$ cat config.mk
export PLATFORM = sky130hd
export DESIGN_NAME = spi_burst_ram_flat
export DESIGN_NICKNAME = d
export VERILOG_FILES = /design/src/rtl/spi_burst_ram_if.sv /design/src/rtl/spi_burst_ram.sv /design/src/flat_wrapper.sv
export SDC_FILE = /design/constraint.sdc
export NUM_CORES = 2
export LEC_CHECK = 0
export ABC_AREA = 0
export CAP_MARGIN = 20
export CELL_PAD_IN_SITES_DETAIL_PLACEMENT = 1
export CELL_PAD_IN_SITES_GLOBAL_PLACEMENT = 1
export CORE_UTILIZATION = 51
export CTS_CLUSTER_SIZE = 24
export DETAILED_ROUTE_END_ITERATION = 7
export PLACE_DENSITY = 0.76
export SLEW_MARGIN = 15
export SYNTH_ARGS = -nofsm -noshare
export SYNTH_HDL_FRONTEND = slang
export SYNTH_SLANG_ARGS = --single-unit
$ cat constraint.sdc
create_clock -name clk -period 3.68 [get_ports clk]
set_clock_uncertainty 0.05 [all_clocks]
set_input_delay 0.736 -clock clk [delete_from_list [all_inputs] [get_ports clk]]
set_output_delay 0.736 -clock clk [all_outputs]
set_load 0.01 [all_outputs]
$ cat src/rtl/spi_burst_ram_if.sv
// SPI pin bundle for spi_burst_ram: the memory sits on the slave side, the host drives the master side.
// Pure wiring with no latency; there is no flow control beyond SS_n framing.
interface spi_burst_ram_if;
  logic SS_n;
  logic MOSI;
  logic MISO;
  logic frame_err;

  modport slave  (input SS_n, input MOSI, output MISO, output frame_err);
  modport master (output SS_n, output MOSI, input MISO, input frame_err);
endinterface

$ cat src/rtl/spi_burst_ram.sv
// SPI slave fronting a word memory with burst read/write, pointer auto-increment and wrap.
// Write lands on the edge that completes the word; each read word follows a 1-cycle turnaround; no backpressure.
module spi_burst_ram #(
  parameter int ADDR_SIZE  = 8,
  parameter int DATA_WIDTH = 8,
  parameter int MEM_DEPTH  = 256,
  parameter int AUTO_INC   = 1
) (
  input logic            clk,
  input logic            rst_n,
  spi_burst_ram_if.slave spi
);
  // ADDR_SIZE and DATA_WIDTH are expected to be at least 3 bits.
  localparam int SW = (ADDR_SIZE > DATA_WIDTH) ? ADDR_SIZE : DATA_WIDTH;
  localparam int CW = $clog2(SW);
  localparam int MW = (MEM_DEPTH > 1) ? $clog2(MEM_DEPTH) : 1;
  localparam logic [CW-1:0]      LP_ADDR_LAST = CW'(ADDR_SIZE - 1);
  localparam logic [CW-1:0]      LP_DATA_LAST = CW'(DATA_WIDTH - 1);
  localparam logic [CW-1:0]      LP_DATA_PEN  = CW'(DATA_WIDTH - 2);
  localparam logic [ADDR_SIZE:0] LP_DEPTH     = (ADDR_SIZE+1)'(MEM_DEPTH);
  localparam logic [ADDR_SIZE:0] LP_PTR_LAST  = (ADDR_SIZE+1)'(MEM_DEPTH - 1);

  typedef enum logic [2:0] {IDLE, OPC, ADDR, WDATA, RTURN, RDATA, WAIT} state_t;

  state_t                r_state, w_state_nxt;
  logic                  r_armed, r_opc_hi, r_frame_err;
  logic [CW-1:0]         r_cnt, w_cnt_nxt;
  logic [SW-2:0]         r_sh;
  logic [DATA_WIDTH-1:0] r_tx;
  logic [ADDR_SIZE-1:0]  r_wr_ptr, r_rd_ptr;
  logic [DATA_WIDTH-1:0] r_mem [MEM_DEPTH];

  logic                  w_err, w_mem_we, w_ld_ptr, w_inc_wr, w_inc_rd, w_tx_load;
  logic                  w_wr_in_rng, w_rd_in_rng;
  logic [ADDR_SIZE-1:0]  w_addr_in, w_wr_nxt, w_rd_nxt;
  logic [DATA_WIDTH-1:0] w_wdata, w_rd_word;

  // Bit sampled on this edge completes the field together with the shift history.
  assign w_addr_in   = {r_sh[ADDR_SIZE-2:0], spi.MOSI};
  assign w_wdata     = {r_sh[DATA_WIDTH-2:0], spi.MOSI};
  assign w_wr_in_rng = ({1'b0, r_wr_ptr} < LP_DEPTH);
  assign w_rd_in_rng = ({1'b0, r_rd_ptr} < LP_DEPTH);
  assign w_wr_nxt    = ({1'b0, r_wr_ptr} >= LP_PTR_LAST) ? '0 : r_wr_ptr + 1'b1;
  assign w_rd_nxt    = ({1'b0, r_rd_ptr} >= LP_PTR_LAST) ? '0 : r_rd_ptr + 1'b1;
  assign w_rd_word   = w_rd_in_rng ? r_mem[r_rd_ptr[MW-1:0]] : '0;

  assign spi.MISO      = (r_state == RDATA) & r_tx[DATA_WIDTH-1];
  assign spi.frame_err = r_frame_err;

  always_comb begin
    w_state_nxt = r_state;
    w_cnt_nxt   = r_cnt;
    w_err       = 1'b0;
    w_mem_we    = 1'b0;
    w_ld_ptr    = 1'b0;
    w_inc_wr    = 1'b0;
    w_inc_rd    = 1'b0;
    w_tx_load   = 1'b0;
    if (spi.SS_n) begin
      w_state_nxt = IDLE;
      w_cnt_nxt   = '0;
      case (r_state)
        OPC:         w_err = 1'b1;
        ADDR, WDATA: w_err = (r_cnt != '0);
        default:     w_err = 1'b0;
      endcase
    end else begin
      case (r_state)
        IDLE: if (r_armed) w_state_nxt = OPC;
        OPC: begin
          w_cnt_nxt = '0;
          case ({r_opc_hi, spi.MOSI})
            2'b01:   w_state_nxt = WDATA;
            2'b11:   w_state_nxt = RTURN;
            default: w_state_nxt = ADDR;
          endcase
        end
        ADDR: begin
          if (r_cnt == LP_ADDR_LAST) begin
            w_ld_ptr    = 1'b1;
            w_cnt_nxt   = '0;
            w_state_nxt = WAIT;
          end else begin
            w_cnt_nxt = r_cnt + 1'b1;
          end
        end
        WDATA: begin
          if (r_cnt == LP_DATA_LAST) begin
            w_mem_we  = 1'b1;
            w_inc_wr  = (AUTO_INC != 0);
            w_cnt_nxt = '0;
          end else begin
            w_cnt_nxt = r_cnt + 1'b1;
          end
        end
        RTURN: begin
          w_tx_load   = 1'b1;
          w_cnt_nxt   = '0;
          w_state_nxt = RDATA;
        end
        RDATA: begin
          if (r_cnt == LP_DATA_LAST) begin
            w_state_nxt = RTURN;
          end else begin
            w_cnt_nxt = r_cnt + 1'b1;
            // This edge drives the last bit of the word.
            w_inc_rd  = (AUTO_INC != 0) && (r_cnt == LP_DATA_PEN);
          end
        end
        default: w_state_nxt = r_state;
      endcase
    end
  end

  always_ff @(posedge clk or negedge rst_n) begin
    if (!rst_n) begin
      r_state     <= IDLE;
      r_armed     <= 1'b0;
      r_opc_hi    <= 1'b0;
      r_frame_err <= 1'b0;
      r_cnt       <= '0;
      r_sh        <= '0;
      r_tx        <= '0;
      r_wr_ptr    <= '0;
      r_rd_ptr    <= '0;
    end else begin
      r_state     <= w_state_nxt;
      r_cnt       <= w_cnt_nxt;
      r_frame_err <= w_err;
      r_sh        <= {r_sh[SW-3:0], spi.MOSI};
      // A frame is only accepted once SS_n has been seen high after reset.
      if (spi.SS_n) r_armed <= 1'b1;
      if (r_state == IDLE) r_opc_hi <= spi.MOSI;
      if (w_ld_ptr && !r_opc_hi) r_wr_ptr <= w_addr_in;
      else if (w_inc_wr)         r_wr_ptr <= w_wr_nxt;
      if (w_ld_ptr && r_opc_hi)  r_rd_ptr <= w_addr_in;
      else if (w_inc_rd)         r_rd_ptr <= w_rd_nxt;
      if (w_tx_load)             r_tx <= w_rd_word;
      else if (r_state == RDATA) r_tx <= {r_tx[DATA_WIDTH-2:0], 1'b0};
    end
  end

  always_ff @(posedge clk) begin
    if (w_mem_we && w_wr_in_rng) r_mem[r_wr_ptr[MW-1:0]] <= w_wdata;
  end
endmodule

$ cat src/flat_wrapper.sv
// flat-port wrapper written by rule: the top's interface ports become plain ports
module spi_burst_ram_flat 
#(
  parameter int ADDR_SIZE  = 8,
  parameter int DATA_WIDTH = 8,
  parameter int MEM_DEPTH  = 256,
  parameter int AUTO_INC   = 1
)
  (clk, rst_n, spi_SS_n, spi_MOSI, spi_MISO, spi_frame_err);
  spi_burst_ram_if spi_i ();
  input logic clk;
  input logic rst_n;
  input wire logic [$bits(spi_i.SS_n)-1:0] spi_SS_n;
  input wire logic [$bits(spi_i.MOSI)-1:0] spi_MOSI;
  output wire logic [$bits(spi_i.MISO)-1:0] spi_MISO;
  output wire logic [$bits(spi_i.frame_err)-1:0] spi_frame_err;
  assign spi_i.SS_n = spi_SS_n;
  assign spi_i.MOSI = spi_MOSI;
  assign spi_MISO = spi_i.MISO;
  assign spi_frame_err = spi_i.frame_err;
  spi_burst_ram #(.ADDR_SIZE(ADDR_SIZE), .DATA_WIDTH(DATA_WIDTH), .MEM_DEPTH(MEM_DEPTH), .AUTO_INC(AUTO_INC)) u_core (.clk(clk), .rst_n(rst_n), .spi(spi_i));
endmodule
# --- Yosys cells after proc, flatten, opt, wreduce, memory -nomap -nowiden ---
# Memory sizes are Yosys's and may differ from the RTL's.
# Index checks and enable logic that the tools add are counted.
# Widths: inputs -> output; s select.
totals:
  regBits: 40
  ramBits: 2048
  inputBits: 4
  elab_cells: 75
  n_memories: 1
classes:
  addsub: 3
  magnitude_cmp: 2
  n_eq_ne: 13
  n_mux: 32
  bitwise: 1
  reduce_logical: 14
memory_table:
  columns: ["name", "words", "word_bits", "rd", "rd_ports_with_merged_regs", "write_ports", "line", "source"]
  rows:
  - ["u_core.r_mem", 256, 8, 1, 0, 1, "spi_burst_ram.sv:31", "logic [DATA_WIDTH-1:0] r_mem [MEM_DEPTH];"]
ops:
  columns: ["operator", "count"]
  rows:
  - ["$mux 8", 8]
  - ["$mux 3", 7]
  - ["$add 8x1->8 const B", 2]
  - ["$ge 8x8->1 const B", 2]
  - ["$pmux 3 s5", 1]
  - ["$mux 1", 13]
  - ["$eq 3x3->1 const B", 4]
  - ["$ne 3x2->1 const B", 3]
  - ["$pmux 3 s3", 1]
  - ["$eq 3x2->1 const B", 2]
  - ["$pmux 3 s2", 1]
  - ["$reduce_bool 2->1", 3]
  - ["$reduce_bool 6->1", 1]
  - ["$reduce_and 4->1", 1]
  - ["$reduce_bool 4->1", 1]
  - ["$reduce_or 2->1", 2]
  - ["$add 3x1->3 const B", 1]
  - ["$eq 3x1->1 const B", 1]
  - ["$logic_not 3->1", 1]
  - ["$ne 3x3->1 const B", 1]
  - ["$reduce_bool 3->1", 1]
  - ["$eq 2x1->1 const B", 1]
  - ["$eq 2x2->1 const B", 1]
  - ["$logic_and 1x1->1", 2]
  - ["other kinds (4)", 4]

# --- Longest topological paths before layout ---
logic_depth:
  word_depth: 6
  depth_mapped: 13
  mapped_depth_nobuf: 8

# --- Worst setup path after synthesis ---
# Ideal clock, no wire load.
synth_path:
  kind: "register to register"
  from: "register u_core.r_sh[0]"
  to: "memory u_core.r_mem[0][1], data pin"
  setup_time_ps: 809
  arrival_time_ps: 3210
  slack_ps: -390
  stages_incl_launch_ff: 1
  path_buffers: 0
  synth_period_minus_slack_ps: 4070
  cell_sequence: "dfrtp_1"
synth_lines:
  columns: ["element", "line", "source"]
  rows:
  - ["from (decl)", "spi_burst_ram.sv:28", "logic [SW-2:0] r_sh;"]
  - ["from (signal assigned)", "spi_burst_ram.sv:130", "r_sh <= {r_sh[SW-3:0], spi.MOSI};"]
  - ["to (decl)", "spi_burst_ram.sv:31", null]
# Straight into the memory's write port.

# --- Final worst setup path ---
layout_path:
  from: "register u_core.r_rd_ptr[0]"
  to: "register u_core.r_tx[7]"
layout_via:
  elab_chain_len: 2
layout_rtl:
  columns: ["element", "line", "source"]
  rows:
  - ["from (decl)", "spi_burst_ram.sv:30", "logic [ADDR_SIZE-1:0] r_wr_ptr, r_rd_ptr;"]
  - ["from (signal assigned)", "spi_burst_ram.sv:136", "if (w_ld_ptr && r_opc_hi) r_rd_ptr <= w_addr_in;"]
  - ["from (signal assigned)", "spi_burst_ram.sv:137", "else if (w_inc_rd) r_rd_ptr <= w_rd_nxt;"]
  - ["$mem_v2 256x8", null, null]
  - ["$mux 8", "spi_burst_ram.sv:138", "if (w_tx_load) r_tx <= w_rd_word;"]
  - ["to (signal assigned)", "spi_burst_ram.sv:138", null]
  - ["to (signal assigned)", "spi_burst_ram.sv:139", "else if (r_state == RDATA) r_tx <= {r_tx[DATA_WIDTH-2:0], 1'b0};"]
  - ["to (decl)", "spi_burst_ram.sv:29", "logic [DATA_WIDTH-1:0] r_tx;"]
# Every way passes these cells.
# A chain may end at the register's enable or synchronous reset.

==> flow_summary.json <==
{
  "cp-end-kind": "flip-flop",
  "final_util": 0.598,
  "crit_top_cell": "buf_12",
  "synth_cells": 3854,
  "fin_crit_sh": 0.996,
  "seq_area_um2": 62500,
  "final.fill_count": 13200,
  "critical_path_class": "flip-flop to flip-flop",
  "ir_drop_mv": 0.555,
  "setup_viol": 0,
  "worst_ep_arrival_time_ns": 4.36,
  "drv_cap": 0,
  "viasPerCell": 6.82,
  "grtUsageTotal": 0.313,
  "ys_types": 69,
  "gr-total-overflow": 0,
  "wirelength_mm": 251,
  "routabilityCongestion": 0.967,
  "min_period_ns": 3.67,
  "io_pins": 6,
  "synth.most_common_cell": "edfxtp_1",
  "synth_area_per_cell_um2": 21.1,
  "hold_depth": 1,
  "first_pass_iters": 6,
  "rsz0062_at_grt": "no",
  "wire_per_inst_um": 37.8,
  "syn-num-nets": 3867,
  "hpwl_mm": 157,
  "dieArea_um2": 161000,
  "worstMarginPinSlew_ns": 1.03,
  "yosys.area.top_type": "edfxtp_1",
  "vias": 45300,
  "cts.sinks": 2088,
  "area_growth_pct": 16.3,
  "cts_buffer_depth": 3,
  "setup_ws_ns": 0.0137,
  "synthTopCellsByArea": "edfxtp_1, mux4_2, nor2_1",
  "cts_root_buffer": "clkbuf_16",
  "crit_fanout": 32,
  "leakage_uw": 0.0297,
  "place_ws_ns": 0.00736,
  "ant_nets": 0,
  "multi_input_area_um2": 17700,
  "crit_chain": "buf_12 > buf_12 > mux4_2 > mux2i_1 > nor3_1 > o31ai_1 > o221ai_2 > o41ai_1 > a31oi_1",
  "dieHeight_um": 402,
  "antenna_found_initial": 16,
  "syn-cell-area_um2": 81400,
  "synth_top_cell_area_share": 0.755,
  "htreeDepth": 4,
  "cts_buffers": 206,
  "cp_slowest_cell": "dfrtp_4",
  "critPathMaxStageDelay_ns": 0.62,
  "ys_ff_latch": 2088,
  "async_flop_share": 0.0192,
  "fin_nets": 4392,
  "coreArea_um2": 158000,
  "cpLargestDelayFamily": "compound AO/OA/AOI/OAI gates",
  "worstSetupStartpointType": "flip-flop",
  "drc": 0,
  "insertion_delay_ns": 0.91,
  "numPortBuffers": 5,
  "grt_pass1_wl_mm": 355,
  "post_cts_buffers": 0,
  "crit_required_ns": 4.38,
  "drt_iter0_drc": 6675,
  "grt_max_degree": 115,
  "reg2regPathDepth": 9,
  "die-width_um": 402,
  "min_path_type": "flip-flop to flip-flop",
  "start_util": 0.514,
  "slew_violations": 0,
  "status": "finished clean",
  "ys_seq_area_frac": 0.768,
  "fmax_mhz": 273,
  "slew_headroom": 0.302,
  "first_global_vias": 46700,
  "drive_gt1_frac": 0.313,
  "cellPowerDensity_nw_per_um2": 512,
  "critical_path_depth": 9,
  "synth_commonest_cells": "edfxtp_1, mux4_2, nor2_1",
  "yosysWarnings": 0,
  "path_buf_inv": 2,
  "hold_violations": 0,
  "num_rows": 146,
  "ys.flop_type": "edfxtp_1",
  "synth-edff-count": 2048,
  "cts.clk_slew.worst_paths_ns": 0.07,
  "cts_tree": "yes",
  "fin_hold_ws_ns": 0.444
}
## area by class of cell
class | count | share of cell area
flip-flops and latches | 2088 | 0.660
multi-input cells | 1519 | 0.187
clock buffers | 253 | 0.0570
repair buffers | 548 | 0.0509
well taps | 2072 | 0.0274
clock inverters | 136 | 0.0163
inverters | 16 | 0.000687
diodes | 5 | 0.000132
## what timing repair did
item                       4_1_cts  5_1_grt
setup endpoints to repair        3        2
hold endpoints to repair        31        0
hold buffers                     1        0
resized for setup                5        3
pin swaps                        0        0
## logic make-up after synthesis
family,synth area share
compound gates,0.0254
xor+xnor,0.000538
fa+ha+maj,0.00138
buf+inv,0.0155
flops,0.768
mux,0.159
simple gates,0.0310
## stage by stage
stage	TNS, ns	cell area (um2)	power (uW)	cells
2_1_floorplan	-96.11	81400	27000	3854
3_3_place_gp	0	87600	27300	6237
5_1_grt	0	94700	49300	6633
3_5_place_dp	0	87700	27400	6241
6_report	0	94700	48500	6637
4_1_cts	0	94700	48600	6631
## routing by layer
| metal | share of wire | routed length (um) | global-route usage | up-vias |
|---|---|---|---|---|
| li1 | - | - | - | 17100 |
| met1 | 0.36 | 90300 | 0.416 | 23900 |
| met2 | 0.47 | 118000 | 0.492 | 3492 |
| met3 | 0.11 | 27800 | 0.0719 | 736 |
| met4 | 0.057 | 14200 | 0.155 | 4 |
| met5 | 0.000088 | 22 | 0 | - |
## final timing paths
kind	startpoint	to	slack [ns]
min in group asynchronous	rst_n	u_core.r_sh[6]	0.47
max in group asynchronous	rst_n	u_core.r_tx[7]	2.36
worst min register to register	u_core.r_armed	u_core.r_armed	0.44
worst min-delay path	u_core.r_armed	u_core.r_armed	0.44
worst max-delay path	u_core.r_rd_ptr[0]	u_core.r_tx[7]	0.01
worst max register to register	u_core.r_rd_ptr[0]	u_core.r_tx[7]	0.01
## where the power goes
group | switching (uW) | internal (uW)
Sequential | 148 | 26200
Combinational | 443 | 126
Clock | 9540 | 12100
Total | 10100 | 38400
## state kept, by name (all words and copies together), names as in the netlist
signal	flops
u_core.r_mem	2048
u_core.r_rd_ptr	8
u_core.r_tx	8
u_core.r_wr_ptr	8
u_core.r_sh	7
u_core.r_cnt	3
u_core.r_state	3
u_core.r_armed	1
u_core.r_opc_hi	1
u_core.spi.frame_err	1
## cells in the final DEF (no fill, tap or decap), types with 26 or more instances in the layout
cell type  count
clkinv_1      36
clkbuf_1      40
edfxtp_1    2048
nor3_1        32
a21oi_1       52
clkinv_2      53
a22oi_1       30
buf_4        487
nand2_1      116
mux2i_1      101
o21ai_0       28
mux4_2       525
nor2_1       301
dfrtp_1       26
clkbuf_16    206
o22ai_1       49
o221ai_1      26
buf_12        51
Power figures use the tool's default switching activity.
